<file path="src/rtl/calc_io_pkg.sv">
// Shared constants and helpers for the calculator I/O responder.
// Register offsets are word offsets taken from address bits [3:2].
package calc_io_pkg;

  localparam logic [1:0] KEY_DATA   = 2'd0;
  localparam logic [1:0] KEY_STATUS = 2'd1;
  localparam logic [1:0] DISP_VAL   = 2'd2;
  localparam logic [1:0] CTRL       = 2'd3;

  // CTRL register bit positions
  localparam int unsigned CtrlDispEnBit = 0;
  localparam int unsigned CtrlOvfClrBit = 1;

  // KEY_STATUS read layout
  typedef struct packed {
    logic [23:0] rsvd;
    logic [3:0]  count;
    logic        zero;
    logic        ovf;
    logic        full;
    logic        nempty;
  } key_status_t;

  // Hex nibble to 7-segment pattern {g..a}, active-low
  function automatic logic [6:0] hex_to_seg(input logic [3:0] nib);
    logic [6:0] lit;
    lit = 7'h00;
    unique case (nib)
      4'h0: lit = 7'h3F;
      4'h1: lit = 7'h06;
      4'h2: lit = 7'h5B;
      4'h3: lit = 7'h4F;
      4'h4: lit = 7'h66;
      4'h5: lit = 7'h6D;
      4'h6: lit = 7'h7D;
      4'h7: lit = 7'h07;
      4'h8: lit = 7'h7F;
      4'h9: lit = 7'h6F;
      4'hA: lit = 7'h77;
      4'hB: lit = 7'h7C;
      4'hC: lit = 7'h39;
      4'hD: lit = 7'h5E;
      4'hE: lit = 7'h79;
      4'hF: lit = 7'h71;
    endcase
    return ~lit;
  endfunction

endpackage

</file>
<file path="src/rtl/calc_io_responder_if.sv">
// Data-memory bus as seen by the I/O responder. The processor side is the
// master; the responder drives back read data and its window select.
interface calc_io_responder_if;
  logic [31:0] A;
  logic [31:0] WD;
  logic        WE;
  logic        RE;
  logic [31:0] RD;
  logic        sel;

  modport master (output A, WD, WE, RE, input RD, sel);
  modport slave  (input A, WD, WE, RE, output RD, sel);
endinterface

</file>
<file path="src/rtl/key_fifo.sv">
// Small synchronous FIFO for keypad codes. A push while full is dropped
// unless a pop happens in the same cycle, in which case both complete.
// A pop while empty is ignored.
module key_fifo #(
  parameter int unsigned DEPTH = 8,
  parameter int unsigned WIDTH = 4
) (
  input  logic                       clk,
  input  logic                       rst,
  input  logic                       push,
  input  logic                       pop,
  input  logic [WIDTH-1:0]           din,
  output logic [WIDTH-1:0]           dout,
  output logic [$clog2(DEPTH+1)-1:0] count,
  output logic                       full,
  output logic                       empty
);

  localparam int unsigned PtrW = (DEPTH > 1) ? $clog2(DEPTH) : 1;
  localparam int unsigned CntW = $clog2(DEPTH + 1);
  localparam logic [CntW-1:0] CountFull = CntW'(DEPTH);

  logic [WIDTH-1:0] mem_q [DEPTH];
  logic [PtrW-1:0]  wr_ptr_q, wr_ptr_d;
  logic [PtrW-1:0]  rd_ptr_q, rd_ptr_d;
  logic [CntW-1:0]  count_q, count_d;
  logic             do_push, do_pop;

  assign full  = (count_q == CountFull);
  assign empty = (count_q == '0);
  assign count = count_q;
  assign dout  = mem_q[rd_ptr_q];

  // When full, a simultaneous pop frees the head slot the push lands in
  assign do_pop  = pop & ~empty;
  assign do_push = push & (~full | do_pop);

  // Pointer and occupancy next-state; pointers wrap since DEPTH is a power of 2
  always_comb begin
    wr_ptr_d = wr_ptr_q;
    rd_ptr_d = rd_ptr_q;
    count_d  = count_q;
    if (do_push) wr_ptr_d = wr_ptr_q + PtrW'(1);
    if (do_pop)  rd_ptr_d = rd_ptr_q + PtrW'(1);
    unique case ({do_push, do_pop})
      2'b10:   count_d = count_q + CntW'(1);
      2'b01:   count_d = count_q - CntW'(1);
      default: count_d = count_q;
    endcase
  end

  // Pointer and occupancy state
  always_ff @(posedge clk) begin
    if (rst) begin
      wr_ptr_q <= '0;
      rd_ptr_q <= '0;
      count_q  <= '0;
    end else begin
      wr_ptr_q <= wr_ptr_d;
      rd_ptr_q <= rd_ptr_d;
      count_q  <= count_d;
    end
  end

  // Storage; contents are don't-care while not counted, so no reset
  always_ff @(posedge clk) begin
    if (do_push) mem_q[wr_ptr_q] <= din;
  end

endmodule

</file>
<file path="src/rtl/calc_io_responder.sv">
// Memory-mapped keypad/display responder for the single-cycle calculator core.
// Reads are combinational from pre-edge state; pops and writes land at the edge.
// Optional feature: define LEADING_ZERO_BLANK_EN to blank leading zero digits
// (digit 0 is always shown).
module calc_io_responder
  import calc_io_pkg::*;
#(
  parameter logic [31:0] IO_BASE    = 32'h0000_0400,
  parameter int unsigned FIFO_DEPTH = 8,
  parameter int unsigned SCAN_DIV   = 16
) (
  input  logic                      CLK,
  input  logic                      RST,
  calc_io_responder_if.slave        bus,
  input  logic                      key_valid,
  input  logic [3:0]                key_code,
  output logic [3:0]                an,
  output logic [6:0]                seg
);

  localparam int unsigned CntW  = $clog2(FIFO_DEPTH + 1);
  localparam int unsigned ScanW = $clog2(SCAN_DIV);
  localparam logic [ScanW-1:0] ScanMax = ScanW'(SCAN_DIV - 1);

  // Bus decode
  logic       sel;
  logic [1:0] reg_idx;
  logic       pop_req, wr_disp, wr_ctrl, ovf_clr;

  // FIFO interface
  logic [3:0]      fifo_dout;
  logic [CntW-1:0] fifo_count;
  logic            fifo_full, fifo_empty;
  logic [4:0]      count_ext;

  // Registers
  logic             ovf_q, ovf_d;
  logic             disp_en_q, disp_en_d;
  logic [15:0]      disp_val_q, disp_val_d;
  logic [15:0]      shadow_q, shadow_d;
  logic [ScanW-1:0] scan_cnt_q, scan_cnt_d;
  logic [1:0]       idx_q, idx_d;
  logic [3:0]       an_q, an_d;
  logic [6:0]       seg_q, seg_d;
  logic             scan_wrap;
  logic [3:0]       nib;
  logic             blank;

  assign sel     = (bus.A >= IO_BASE) && (bus.A <= (IO_BASE + 32'd15));
  assign reg_idx = bus.A[3:2];
  assign bus.sel = sel;

  assign pop_req = bus.RE & sel & (reg_idx == KEY_DATA) & ~fifo_empty;
  assign wr_disp = bus.WE & sel & (reg_idx == DISP_VAL);
  assign wr_ctrl = bus.WE & sel & (reg_idx == CTRL);
  assign ovf_clr = wr_ctrl & bus.WD[CtrlOvfClrBit];

  key_fifo #(
    .DEPTH (FIFO_DEPTH),
    .WIDTH (4)
  ) u_key_fifo (
    .clk   (CLK),
    .rst   (RST),
    .push  (key_valid),
    .pop   (pop_req),
    .din   (key_code),
    .dout  (fifo_dout),
    .count (fifo_count),
    .full  (fifo_full),
    .empty (fifo_empty)
  );

  // Depth 16 reports 16 as 0 in the 4-bit field; full flags it
  assign count_ext = 5'(fifo_count);

  logic unused_bits;
  assign unused_bits = ^{bus.WD[31:16], count_ext[4]};

  // Read mux, zero outside the window
  always_comb begin
    key_status_t st;
    st        = '0;
    st.count  = count_ext[3:0];
    st.ovf    = ovf_q;
    st.full   = fifo_full;
    st.nempty = ~fifo_empty;
    bus.RD    = 32'h0;
    if (sel) begin
      unique case (reg_idx)
        KEY_DATA:   bus.RD = {28'h0, fifo_empty ? 4'h0 : fifo_dout};
        KEY_STATUS: bus.RD = st;
        DISP_VAL:   bus.RD = {16'h0, disp_val_q};
        CTRL:       bus.RD = {31'h0, disp_en_q};
      endcase
    end
  end

  // Software-visible register next-state; an overflow in the clearing cycle wins
  always_comb begin
    disp_val_d = disp_val_q;
    disp_en_d  = disp_en_q;
    ovf_d      = ovf_q;
    if (wr_disp) disp_val_d = bus.WD[15:0];
    if (wr_ctrl) disp_en_d = bus.WD[CtrlDispEnBit];
    if (ovf_clr) ovf_d = 1'b0;
    if (key_valid & fifo_full & ~pop_req) ovf_d = 1'b1;
  end

  // Scan timing; the shadow value only changes at slot boundaries to avoid tearing
  always_comb begin
    scan_wrap  = (scan_cnt_q == ScanMax);
    scan_cnt_d = scan_wrap ? '0 : scan_cnt_q + ScanW'(1);
    idx_d      = scan_wrap ? idx_q + 2'd1 : idx_q;
    shadow_d   = scan_wrap ? disp_val_d : shadow_q;
  end

  // Digit drive for the current index, registered one cycle later
  always_comb begin
    nib   = shadow_q[{idx_q, 2'b00} +: 4];
    blank = 1'b0;
`ifdef LEADING_ZERO_BLANK_EN
    blank = (idx_q != 2'd0) && ((shadow_q >> {idx_q, 2'b00}) == 16'h0);
`endif
    an_d  = disp_en_q ? ~(4'b0001 << idx_q) : 4'hF;
    seg_d = (disp_en_q && !blank) ? hex_to_seg(nib) : 7'h7F;
  end

  // All state; reset overrides any concurrent bus or key activity
  always_ff @(posedge CLK) begin
    if (RST) begin
      ovf_q      <= 1'b0;
      disp_en_q  <= 1'b0;
      disp_val_q <= 16'h0;
      shadow_q   <= 16'h0;
      scan_cnt_q <= '0;
      idx_q      <= 2'd0;
      an_q       <= 4'hF;
      seg_q      <= 7'h7F;
    end else begin
      ovf_q      <= ovf_d;
      disp_en_q  <= disp_en_d;
      disp_val_q <= disp_val_d;
      shadow_q   <= shadow_d;
      scan_cnt_q <= scan_cnt_d;
      idx_q      <= idx_d;
      an_q       <= an_d;
      seg_q      <= seg_d;
    end
  end

  assign an  = an_q;
  assign seg = seg_q;

endmodule

</file>
<file path="src/flat_wrapper.sv">
// flat-port wrapper written by rule: the top's interface ports become plain ports
module calc_io_responder_flat import calc_io_pkg::*;
#(
  parameter logic [31:0] IO_BASE    = 32'h0000_0400,
  parameter int unsigned FIFO_DEPTH = 8,
  parameter int unsigned SCAN_DIV   = 16
)
  (CLK, RST, key_valid, key_code, an, seg, bus_A, bus_WD, bus_WE, bus_RE, bus_RD, bus_sel);
  calc_io_responder_if bus_i ();
  input  logic CLK;
  input  logic RST;
  input  logic key_valid;
  input  logic [3:0] key_code;
  output logic [3:0] an;
  output logic [6:0] seg;
  input wire logic [$bits(bus_i.A)-1:0] bus_A;
  input wire logic [$bits(bus_i.WD)-1:0] bus_WD;
  input wire logic [$bits(bus_i.WE)-1:0] bus_WE;
  input wire logic [$bits(bus_i.RE)-1:0] bus_RE;
  output wire logic [$bits(bus_i.RD)-1:0] bus_RD;
  output wire logic [$bits(bus_i.sel)-1:0] bus_sel;
  assign bus_i.A = bus_A;
  assign bus_i.WD = bus_WD;
  assign bus_i.WE = bus_WE;
  assign bus_i.RE = bus_RE;
  assign bus_RD = bus_i.RD;
  assign bus_sel = bus_i.sel;
  calc_io_responder #(.IO_BASE(IO_BASE), .FIFO_DEPTH(FIFO_DEPTH), .SCAN_DIV(SCAN_DIV)) u_core (.CLK(CLK), .RST(RST), .bus(bus_i), .key_valid(key_valid), .key_code(key_code), .an(an), .seg(seg));
endmodule
</file>
<file path="config.mk">
export PLATFORM = sky130hd
export DESIGN_NAME = calc_io_responder_flat
export DESIGN_NICKNAME = d
export VERILOG_FILES = /design/src/rtl/calc_io_pkg.sv /design/src/rtl/calc_io_responder_if.sv /design/src/rtl/key_fifo.sv /design/src/rtl/calc_io_responder.sv /design/src/flat_wrapper.sv
export SDC_FILE = /design/constraint.sdc
export NUM_CORES = 1
export LEC_CHECK = 0
export ABC_AREA = 0
export BUFFER_PORTS_ARGS = -buffer_cell sky130_fd_sc_hd__buf_2
export CAP_MARGIN = 25
export CORE_MARGIN = 5
export CORE_UTILIZATION = 47
export DETAILED_ROUTE_END_ITERATION = 10
export PLACE_DENSITY = 0.72
export RECOVER_POWER = 100
export SLEW_MARGIN = 30
export SYNTH_ARGS = -nofsm -noshare
export SYNTH_HDL_FRONTEND = slang
export SYNTH_SLANG_ARGS = --single-unit
</file>
<file path="constraint.sdc">
create_clock -name CLK -period 3.1 [get_ports CLK]
set_input_delay 0.31 -clock CLK [delete_from_list [all_inputs] [get_ports CLK]]
set_output_delay 0.31 -clock CLK [all_outputs]
set_load 0.02 [all_outputs]
</file>
==> flow_summary.html, run 1 <==
<table>
<tr><th>Metric</th><th>Value</th></tr>
<tr><th colspan="2">Critical path</th></tr>
<tr><td>Reg-to-Reg End</td><td>u_core.u_key_fifo.count[2]$_SDFFE_PP0P_</td></tr>
<tr><td>Cell count of the worst reg-to-reg path</td><td>9</td></tr>
<tr><td>Peak fanout along the critical path</td><td>8</td></tr>
<tr><td>Worst setup SP type</td><td>flop</td></tr>
<tr><td>WP data arrival</td><td>about 2500 ps</td></tr>
<tr><td>Critical Setup Path Class</td><td>reg2out</td></tr>
<tr><td>Worst Path Required</td><td>roughly 2800 ps</td></tr>
<tr><td>Slack of the worst reg-to-reg path</td><td>around 830 ps</td></tr>
<tr><td>Critical Path Sink</td><td>bus_RD[2]</td></tr>
<tr><td>Count of buffering cells on the critical path with inverters included</td><td>1</td></tr>
<tr><td>Largest delay share family, worst path</td><td>multiplexers</td></tr>
<tr><td>CP peak stage delay</td><td>roughly 660 ps</td></tr>
<tr><td>Crit path depth</td><td>6</td></tr>
<tr><td>Crit end category</td><td>output port</td></tr>
<tr><td>Cells along the critical path</td><td>mux4_2 &gt; mux2i_1 &gt; nor4_1 &gt; a221oi_1 &gt; nor2_1 &gt; clkbuf_2</td></tr>
<tr><td>Cell with the biggest individual delay on the critical path</td><td>sky130_fd_sc_hd__dfxtp_1</td></tr>
<tr><td>Startpoint of the worst-slack reg-to-reg timing path</td><td>u_core.u_key_fifo.count[0]$_SDFFE_PP0P_</td></tr>
<tr><th colspan="2">Die</th></tr>
<tr><td>Core Region</td><td>between 9000 and 10000 um^2</td></tr>
<tr><td>Count of pins on the block boundary</td><td>~120</td></tr>
<tr><td>Die Footprint</td><td>11500 um^2</td></tr>
<tr><td>Die height</td><td>around 110 um</td></tr>
<tr><td>Row count</td><td>35</td></tr>
<tr><td>Die width</td><td>between 100 and 150 um</td></tr>
<tr><td>Initial Utilization</td><td>between 40% and 50%</td></tr>
<tr><th colspan="2">Logic synthesis</th></tr>
<tr><td>Proportion of netlist area held by the largest area contributor</td><td>about 29%</td></tr>
<tr><td>Share of synthesized cell area in and, or, nand and nor gates</td><td>15.6%</td></tr>
<tr><td>Count of flip-flops with a built-in enable after synthesis</td><td>32</td></tr>
<tr><td>Flop and latch count out of synthesis</td><td>96</td></tr>
<tr><td>Post-Synthesis Cell Area</td><td>roughly 4400 um^2</td></tr>
<tr><td>Async set-or-reset flop fraction in the synthesized netlist</td><td>0%</td></tr>
<tr><td>Sequential fraction of the synthesis area</td><td>roughly half</td></tr>
<tr><td>Parity-gate share of the synthesized area counting xor and xnor cells</td><td>roughly 1.4%</td></tr>
<tr><td>Adder and majority gate portion of the synthesized area</td><td>about 3.7%</td></tr>
<tr><td>Share of the synthesized area in compound gates (AO/OA/AOI/OAI)</td><td>about a tenth</td></tr>
<tr><td>Synthesized instance count</td><td>~410</td></tr>
<tr><td>Number of distinct library cell variants in the gate-level netlist after synthesis</td><td>50</td></tr>
<tr><td>Cell taking the most area after synthesis</td><td>sky130_fd_sc_hd__dfxtp_1</td></tr>
<tr><td>Most instantiated flip-flop cell in the synthesis netlist</td><td>sky130_fd_sc_hd__dfxtp_1</td></tr>
<tr><td>Number of synthesis warnings</td><td>0</td></tr>
<tr><td>Largest cells by area after synthesis</td><td>sky130_fd_sc_hd__dfxtp_1, sky130_fd_sc_hd__edfxtp_1, sky130_fd_sc_hd__mux4_2</td></tr>
<tr><td>Synth Area per Inst</td><td>approximately 11 um^2</td></tr>
<tr><td>Mux share of post-synthesis cell area</td><td>between 10% and 20%</td></tr>
<tr><td>Combinational family with the most area after synthesis</td><td>simple AND/OR/NAND/NOR gates</td></tr>
<tr><th colspan="2">Clock tree</th></tr>
<tr><td>Cells resized by post-CTS repair</td><td>0</td></tr>
<tr><td>Maximum buffer depth of the clock tree</td><td>2</td></tr>
<tr><td>Total CTS buffers</td><td>9</td></tr>
<tr><td>TritonCTS sink count</td><td>96</td></tr>
<tr><td>Clock Tree Root</td><td>sky130_fd_sc_hd__clkbuf_8</td></tr>
<tr><td>Post-CTS Hold Fix Bufs</td><td>0</td></tr>
<tr><td>Number of levels in the clock H-tree</td><td>3</td></tr>
<tr><td># Post-CTS Setup Buffers</td><td>0</td></tr>
<tr><td>Clock slew at the register clock pins of the worst setup and hold paths</td><td>approximately 90 ps</td></tr>
<tr><td>Source-to-sink clock delay at the later pin of the worst-skew pair</td><td>roughly 360 ps</td></tr>
<tr><td>TritonCTS clock tree</td><td>yes</td></tr>
<tr><th colspan="2">Finish</th></tr>
<tr><td>ANT cells</td><td>0</td></tr>
<tr><td>Layout cell share with drive strength beyond 1</td><td>between 20% and 30%</td></tr>
<tr><td>Fin nets</td><td>between 500 and 600</td></tr>
<tr><td>Area delta synth-&gt;final</td><td>13.8%</td></tr>
<tr><td>Final Instance Area</td><td>5060 um^2</td></tr>
<tr><th colspan="2">Timing</th></tr>
<tr><td>Final Critical Period</td><td>2840 ps</td></tr>
<tr><td>Worst hold slack across all endpoints</td><td>204 ps</td></tr>
<tr><td>Setup repair after global routing missed its margin</td><td>no</td></tr>
<tr><td>Achievable Freq</td><td>about 350 MHz</td></tr>
<tr><td>Final setup violation count</td><td>0</td></tr>
<tr><td>Layout Skew</td><td>11.1 ps</td></tr>
<tr><td>Transition time at the pin with the least slew margin</td><td>roughly 1300 ps</td></tr>
<tr><td>Worst max-slew margin expressed relative to the limit</td><td>around an eighth</td></tr>
<tr><td>Final-layout setup total negative slack</td><td>0 ps</td></tr>
<tr><td>Final hold violations</td><td>0</td></tr>
<tr><td>Share of the clock period used by the worst path</td><td>91.8%</td></tr>
<tr><td>Pins over their slew limit</td><td>0</td></tr>
<tr><th colspan="2">Pwr</th></tr>
<tr><td>Cell Pwr Density</td><td>497 nW/um^2</td></tr>
<tr><td>Clk network pwr share</td><td>around 36%</td></tr>
<tr><td>Relative contribution of sequential cells to total power</td><td>a little over half</td></tr>
<tr><td>Lkg Pwr</td><td>~1.8 nW</td></tr>
<tr><td>Int Power</td><td>around 1.9 mW</td></tr>
<tr><td>Part of the total power dissipated in combinational logic</td><td>10.6%</td></tr>
<tr><td>Switching part of the total</td><td>between 20% and 30%</td></tr>
<tr><td>P_sw</td><td>a little over 600 uW</td></tr>
<tr><td>Worst IR Drop VDD</td><td>0.231 mV</td></tr>
<tr><th colspan="2">Detailed routing</th></tr>
<tr><td>Drc violations</td><td>0</td></tr>
<tr><td>Final wirelength</td><td>between 9000 and 10000 um</td></tr>
<tr><td>Routed length per instance</td><td>~15 um</td></tr>
<tr><td>Post-DRT Antenna Nets</td><td>0</td></tr>
<tr><td>Starting DRT DRC Count</td><td>between 100 and 150</td></tr>
<tr><td>DR vias</td><td>3304</td></tr>
<tr><td>First drt pass iteration count</td><td>4</td></tr>
<tr><td>Routed vias/inst</td><td>approximately 5.3</td></tr>
<tr><th colspan="2">Job</th></tr>
<tr><td>Max-capacitance violation count</td><td>0</td></tr>
<tr><th colspan="2">Outcome</th></tr>
<tr><td>Run status</td><td>finished clean</td></tr>
<tr><th colspan="2">Global routing</th></tr>
<tr><td>Total congestion overflow after global routing</td><td>0</td></tr>
<tr><td>First-pass GRT wire length</td><td>15300 um</td></tr>
<tr><td>Initial antenna violation count</td><td>0</td></tr>
<tr><td>Global routing usage summed across all routing layers</td><td>roughly 17%</td></tr>
<tr><td>Pin count of the biggest net entering global routing</td><td>39</td></tr>
<tr><td>Vias in the first global route</td><td>3216</td></tr>
<tr><th colspan="2">Place</th></tr>
<tr><td>Cell area reported after detailed placement</td><td>about 5000 um^2</td></tr>
<tr><td>Gpl congestion</td><td>0.835</td></tr>
<tr><td>Port-buffer cells</td><td>slightly above 80</td></tr>
<tr><td>Detailed-placement wirelength estimate</td><td>6900 um</td></tr>
<tr><th colspan="2">Min path</th></tr>
<tr><td>Hold crit path type</td><td>in2reg</td></tr>
</table>
-- worst min-delay path by stage --
stage	startpoint	to	slack, ps	depth (start not counted)
2_1_floorplan	key_code[0]	u_core.u_key_fifo.mem_q[0][0]$_DFFE_PP_	410	0
4_1_cts	bus_WD[0]	u_core.disp_en_q$_SDFFE_PP0P_	190	3
3_5_place_dp	u_core.scan_cnt_q[0]$_SDFF_PP0_	u_core.scan_cnt_q[0]$_SDFF_PP0_	480	1
3_3_place_gp	u_core.scan_cnt_q[3]$_SDFF_PP0_	u_core.scan_cnt_q[3]$_SDFF_PP0_	470	2
6_report	bus_WD[0]	u_core.disp_en_q$_SDFFE_PP0P_	200	3
5_1_grt	bus_WD[9]	u_core.disp_val_q[9]$_SDFF_PP0_	200	3
-- sequential cells by signal (all words and copies together) (netlist names), named ones only --
| signal | cells |
|---|---|
| u_core.shadow_q | 16 |
| u_core.seg | 7 |
| u_core.ovf_q | 1 |
| u_core.scan_cnt_q | 4 |
| u_core.disp_en_q | 1 |
| u_core.an | 4 |
| u_core.u_key_fifo.mem_q | 32 |
| u_core.u_key_fifo.count | 4 |
| u_core.idx_q | 2 |
| u_core.u_key_fifo.rd_ptr_q | 3 |
| u_core.disp_val_q | 16 |
| u_core.u_key_fifo.wr_ptr_q | 3 |
-- synthesized netlist by cell type (5+ instances only) --
cell / instances
sky130_fd_sc_hd__a21oi_1: 32
sky130_fd_sc_hd__and2_1: 9
sky130_fd_sc_hd__buf_4: 17
sky130_fd_sc_hd__clkbuf_1: 22
sky130_fd_sc_hd__dfxtp_1: 64
sky130_fd_sc_hd__edfxtp_1: 32
sky130_fd_sc_hd__ha_1: 13
sky130_fd_sc_hd__inv_1: 9
sky130_fd_sc_hd__mux2i_1: 23
sky130_fd_sc_hd__mux4_2: 12
sky130_fd_sc_hd__nand2_1: 21
sky130_fd_sc_hd__nand3_1: 5
sky130_fd_sc_hd__nor2_1: 44
sky130_fd_sc_hd__nor2b_1: 6
sky130_fd_sc_hd__nor3_1: 12
sky130_fd_sc_hd__nor4_1: 5
sky130_fd_sc_hd__o211ai_1: 7
sky130_fd_sc_hd__o21ai_0: 20
-- cell families (layout without fill, tap and decap cells) --
| family | after synthesis | count (layout) |
|---|---|---|
| simple gates | 127 | 127 |
| flops | 96 | 96 |
| compound gates | 78 | 78 |
| buf+inv | 51 | 124 |
| mux | 39 | 39 |
| fa+ha+maj | 13 | 13 |
| xor+xnor | 7 | 7 |
| other cells | 1 | 16 |
-- stage by stage --
stage	cells	total power, mW	util, %	setup WS, ps
final	629	2.51	54.7	256
after detailed placement	613	1.65	53.7	228
after global placement	613	1.64	53.7	285
after CTS	629	2.54	56.1	226
after floorplan	427	1.56	-	377
after global routing	629	2.63	54.7	56.2
-- power by group through the flow --
stage	Combinational [mW]	Clock (mW)	Sequential, mW
2_1_floorplan	0.201	0	1.36
3_3_place_gp	0.262	0	1.38
3_5_place_dp	0.269	0	1.38
4_1_cts	0.271	0.917	1.35
5_1_grt	0.294	0.977	1.36
6_report	0.266	0.893	1.35
-- layout make-up --
type / count / area [um^2]
well taps: 129 / 161
flip-flops and latches: 96 / 2240
clock buffers: 10 / 128
inverters: 9 / 33.8
clock inverters: 6 / 90.1
repair buffers: 99 / 460
multi-input cells: 280 / 1940
fillers: 866 / 4180
-- routing by layer --
layer	part of all wire [%]	global-route usage, %	vias to the layer above
li1	-	-	1612
met1	44	21.7	1578
met2	48	28.0	98
met3	6.1	3.78	16
met4	1.6	5.75	0
met5	0	0	-
-- tightest hold or removal path, delay by kind of cell --
kind	cells	cell delay, ps
AO/OA/AOI/OAI	1	50
buffers and inverters	1	110
AND/OR/NAND/NOR	1	50
-- layout by cell type (no fill, tap or decap), types with 4 or more instances in the layout --
cell type / count
sky130_fd_sc_hd__dfxtp_1: 64
sky130_fd_sc_hd__buf_2: 57
sky130_fd_sc_hd__nor2_1: 44
sky130_fd_sc_hd__clkbuf_1: 37
sky130_fd_sc_hd__a21oi_1: 32
sky130_fd_sc_hd__edfxtp_1: 32
sky130_fd_sc_hd__mux2i_1: 23
sky130_fd_sc_hd__nand2_1: 21
sky130_fd_sc_hd__o21ai_0: 21
sky130_fd_sc_hd__conb_1: 16
sky130_fd_sc_hd__ha_1: 13
sky130_fd_sc_hd__mux4_2: 12
sky130_fd_sc_hd__nor3_1: 12
sky130_fd_sc_hd__inv_1: 9
sky130_fd_sc_hd__clkbuf_8: 9
sky130_fd_sc_hd__nor4_1: 7
sky130_fd_sc_hd__and2_0: 7
sky130_fd_sc_hd__o211ai_1: 7
sky130_fd_sc_hd__nor2b_1: 6
sky130_fd_sc_hd__nand3_1: 5
sky130_fd_sc_hd__or3_1: 4
sky130_fd_sc_hd__a22oi_1: 4
sky130_fd_sc_hd__nand2b_1: 4
sky130_fd_sc_hd__xnor2_1: 4
sky130_fd_sc_hd__buf_4: 4
Note: power is estimated with default switching activity, not from simulation.
==> run 2: changes to the inputs <==
==> constraint.sdc (replaced) <==
create_clock -name CLK -period 3.1 [get_ports CLK]
set_input_delay 0.62 -clock CLK [delete_from_list [all_inputs] [get_ports CLK]]
set_output_delay 0.62 -clock CLK [all_outputs]
set_load 0.02 [all_outputs]
==> flow_summary.html, run 2 (same netlist as run 1, synthesis figures left out) <==
<table>
<tr><th>Metric</th><th>Value</th></tr>
<tr><th colspan="2">Place</th></tr>
<tr><td>Cell area reported after detailed placement</td><td>~5000 um^2</td></tr>
<tr><td>Placed cell count</td><td>about 620</td></tr>
<tr><td>Post-place setup slack</td><td>-0.391 ps</td></tr>
<tr><td>Detailed-placement wirelength estimate</td><td>7010 um</td></tr>
<tr><td>Gpl congestion</td><td>approximately 0.86</td></tr>
<tr><td>Port-buffer cells</td><td>about 80</td></tr>
<tr><th colspan="2">Critical path</th></tr>
<tr><td>WP data arrival</td><td>approximately 2300 ps</td></tr>
<tr><td>Startpoint of the worst-slack reg-to-reg timing path</td><td>u_core.u_key_fifo.count[1]$_SDFFE_PP0P_</td></tr>
<tr><td>Critical Setup Path Class</td><td>in2out</td></tr>
<tr><td>Crit end category</td><td>output port</td></tr>
<tr><td>Reg-to-Reg End</td><td>u_core.u_key_fifo.mem_q[0][2]$_DFFE_PP_</td></tr>
<tr><td>Worst setup SP type</td><td>input pin</td></tr>
<tr><td>Slack of the worst reg-to-reg path</td><td>about 580 ps</td></tr>
<tr><td>Peak fanout along the critical path</td><td>7</td></tr>
<tr><td>Cell count of the worst reg-to-reg path</td><td>6</td></tr>
<tr><td>Worst Path Required</td><td>around 2500 ps</td></tr>
<tr><th colspan="2">Outcome</th></tr>
<tr><td>Run status</td><td>finished clean</td></tr>
<tr><th colspan="2">Min path</th></tr>
<tr><td>Hold crit path type</td><td>reg2reg</td></tr>
<tr><td>End of the worst hold path</td><td>u_core.scan_cnt_q[0]$_SDFF_PP0_</td></tr>
<tr><td>Worst hold path stage count</td><td>1</td></tr>
<tr><td>Startpoint of the lowest-slack hold path</td><td>u_core.scan_cnt_q[0]$_SDFF_PP0_</td></tr>
<tr><th colspan="2">Job</th></tr>
<tr><td>Max-capacitance violation count</td><td>0</td></tr>
<tr><th colspan="2">Timing</th></tr>
<tr><td>Share of the clock period used by the worst path</td><td>a little over nine tenths</td></tr>
<tr><td>Worst max-slew margin expressed relative to the limit</td><td>between 10% and 20%</td></tr>
<tr><td>Final hold violations</td><td>0</td></tr>
<tr><td>Final-layout setup total negative slack</td><td>0 ps</td></tr>
<tr><td>Post-route setup slack</td><td>149 ps</td></tr>
<tr><td>Setup repair after global routing missed its margin</td><td>no</td></tr>
<tr><td>Achievable Freq</td><td>approximately 340 MHz</td></tr>
<tr><td>Transition time at the pin with the least slew margin</td><td>about 1300 ps</td></tr>
<tr><td>Final setup violation count</td><td>0</td></tr>
<tr><td>Pins over their slew limit</td><td>0</td></tr>
<tr><td>Final Critical Period</td><td>a little under 3000 ps</td></tr>
<tr><td>Layout Skew</td><td>10.7 ps</td></tr>
<tr><td>Worst hold slack across all endpoints</td><td>between 500 and 600 ps</td></tr>
<tr><th colspan="2">Detailed routing</th></tr>
<tr><td>Routed length per instance</td><td>15.3 um</td></tr>
<tr><td>Post-DRT Antenna Nets</td><td>0</td></tr>
<tr><td>Starting DRT DRC Count</td><td>between 150 and 200</td></tr>
<tr><td>Final wirelength</td><td>between 9000 and 10000 um</td></tr>
<tr><td>First drt pass iteration count</td><td>4</td></tr>
<tr><td>DR vias</td><td>approximately 3300</td></tr>
<tr><td>Drc violations</td><td>0</td></tr>
<tr><td>Routed vias/inst</td><td>approximately 5.2</td></tr>
<tr><th colspan="2">Finish</th></tr>
<tr><td>Most frequent standard cell in the layout excluding fill and tap cells</td><td>sky130_fd_sc_hd__dfxtp_1</td></tr>
<tr><td>Fin nets</td><td>a little under 600</td></tr>
<tr><td>Fill cell count</td><td>~840</td></tr>
<tr><td>ANT cells</td><td>0</td></tr>
<tr><td>Register name with the most flops</td><td>u_core.u_key_fifo.mem_q</td></tr>
<tr><td>Layout cell share with drive strength beyond 1</td><td>between 20% and 30%</td></tr>
<tr><td>Area delta synth-&gt;final</td><td>15.0%</td></tr>
<tr><td>Utilization after layout</td><td>between 50% and 60%</td></tr>
<tr><td>Final Instance Area</td><td>5110 um^2</td></tr>
<tr><td>Biggest registers after layout</td><td>u_core.u_key_fifo.mem_q x32, u_core.disp_val_q x16, u_core.shadow_q x16</td></tr>
<tr><td>Number of standard cells in the layout, taps in and fillers out</td><td>~630</td></tr>
<tr><td>Top library cells by usage in the layout, fill and taps aside</td><td>sky130_fd_sc_hd__dfxtp_1, sky130_fd_sc_hd__buf_2, sky130_fd_sc_hd__nor2_1, sky130_fd_sc_hd__clkbuf_1</td></tr>
<tr><td>Flip-flop count of the largest register, all copies and words added</td><td>32</td></tr>
<tr><th colspan="2">Global routing</th></tr>
<tr><td>Initial antenna violation count</td><td>0</td></tr>
<tr><td>Global routing usage summed across all routing layers</td><td>17.1%</td></tr>
<tr><td>Pin count of the biggest net entering global routing</td><td>38</td></tr>
<tr><td>First-pass GRT wire length</td><td>around 16000 um</td></tr>
<tr><td>Vias in the first global route</td><td>approximately 3200</td></tr>
<tr><td>Total congestion overflow after global routing</td><td>0</td></tr>
<tr><th colspan="2">Die</th></tr>
<tr><td>Die height</td><td>107 um</td></tr>
<tr><td>Die Footprint</td><td>about 12000 um^2</td></tr>
<tr><td>Initial Utilization</td><td>48.1%</td></tr>
<tr><td>Row count</td><td>35</td></tr>
<tr><td>Die width</td><td>107 um</td></tr>
<tr><td>Count of pins on the block boundary</td><td>between 100 and 150</td></tr>
<tr><td>Core Region</td><td>about 9200 um^2</td></tr>
<tr><th colspan="2">Pwr</th></tr>
<tr><td>Worst IR Drop VDD</td><td>approximately 0.27 mV</td></tr>
<tr><td>Cell Pwr Density</td><td>~490 nW/um^2</td></tr>
<tr><td>Power, Total</td><td>~2.5 mW</td></tr>
<tr><td>Lkg Pwr</td><td>around 1.9 nW</td></tr>
<tr><th colspan="2">Clock tree</th></tr>
<tr><td>Total CTS buffers</td><td>9</td></tr>
<tr><td>Source-to-sink clock delay at the later pin of the worst-skew pair</td><td>about 350 ps</td></tr>
<tr><td>Clock slew at the register clock pins of the worst setup and hold paths</td><td>roughly 90 ps</td></tr>
<tr><td>Clock Tree Root</td><td>sky130_fd_sc_hd__clkbuf_8</td></tr>
<tr><td>Number of levels in the clock H-tree</td><td>3</td></tr>
<tr><td>Post-CTS Hold Fix Bufs</td><td>0</td></tr>
<tr><td>Maximum buffer depth of the clock tree</td><td>2</td></tr>
<tr><td>TritonCTS sink count</td><td>96</td></tr>
<tr><td>TritonCTS clock tree</td><td>yes</td></tr>
</table>
## run 2: cell count changes in the layout (fill, tap and decap cells not counted), sizes merged
cell      before  now
inv           12   11
clkinv         1    0
clkinvlp       0    2
clkbuf        48   52
## run 2: worst max-delay path: stages
cell and delay (ps):
sky130_fd_sc_hd__buf_2 90, sky130_fd_sc_hd__or4_1 620, sky130_fd_sc_hd__or3_4 470, sky130_fd_sc_hd__nor3_1 300
sky130_fd_sc_hd__clkbuf_2 230
## run 2: repair_timing
item                                   4_1_cts  5_1_grt
endpoints found under the hold margin        0        0
setup buffers                                0        0
setup endpoints to repair                    0        2
resized for setup                            0        3
## run 2: per-layer routing
layer / GRT usage (%) / part of all wire [%] / up-vias
li1: - / - / 1618
met1: 22.1 / 44 / 1598
met2: 29.1 / 49 / 98
met3: 3.18 / 5.7 / 8
met4: 5.66 / 1.3 / 0
met5: 0 / 0 / -
## run 2: worst max-delay path by stage
stage / depth (start not counted) / startpoint / to / slack, ps
after detailed placement: 10 / bus_A[9] / u_core.u_key_fifo.count[2]$_SDFFE_PP0P_ / -0.4
after CTS: 6 / bus_A[11] / bus_RD[3] / 80
final: 5 / bus_A[24] / bus_RD[0] / 150
after global routing: 8 / bus_A[24] / u_core.u_key_fifo.mem_q[2][0]$_DFFE_PP_ / 2
after global placement: 10 / bus_A[24] / u_core.u_key_fifo.count[1]$_SDFFE_PP0P_ / 60
after floorplan: 9 / bus_A[24] / u_core.u_key_fifo.count[2]$_SDFFE_PP0P_ / 70
## run 2: layout make-up
cell class | instances | area, um^2 | area share [%]
repair buffers | 103 | 489 | 9.57
clock inverters | 6 | 90.1 | 1.76
well taps | 129 | 161 | 3.16
inverters | 9 | 33.8 | 0.661
flip-flops and latches | 96 | 2240 | 43.9
clock buffers | 10 | 128 | 2.50
multi-input cells | 280 | 1970 | 38.5
## run 2: report_power, final
part           internal [mW]  switching, mW  leakage [nW]
Sequential              1.32         0.0303         0.809
Clock                  0.459          0.435         0.103
Combinational          0.100          0.153         0.940
Total                   1.88          0.618          1.85
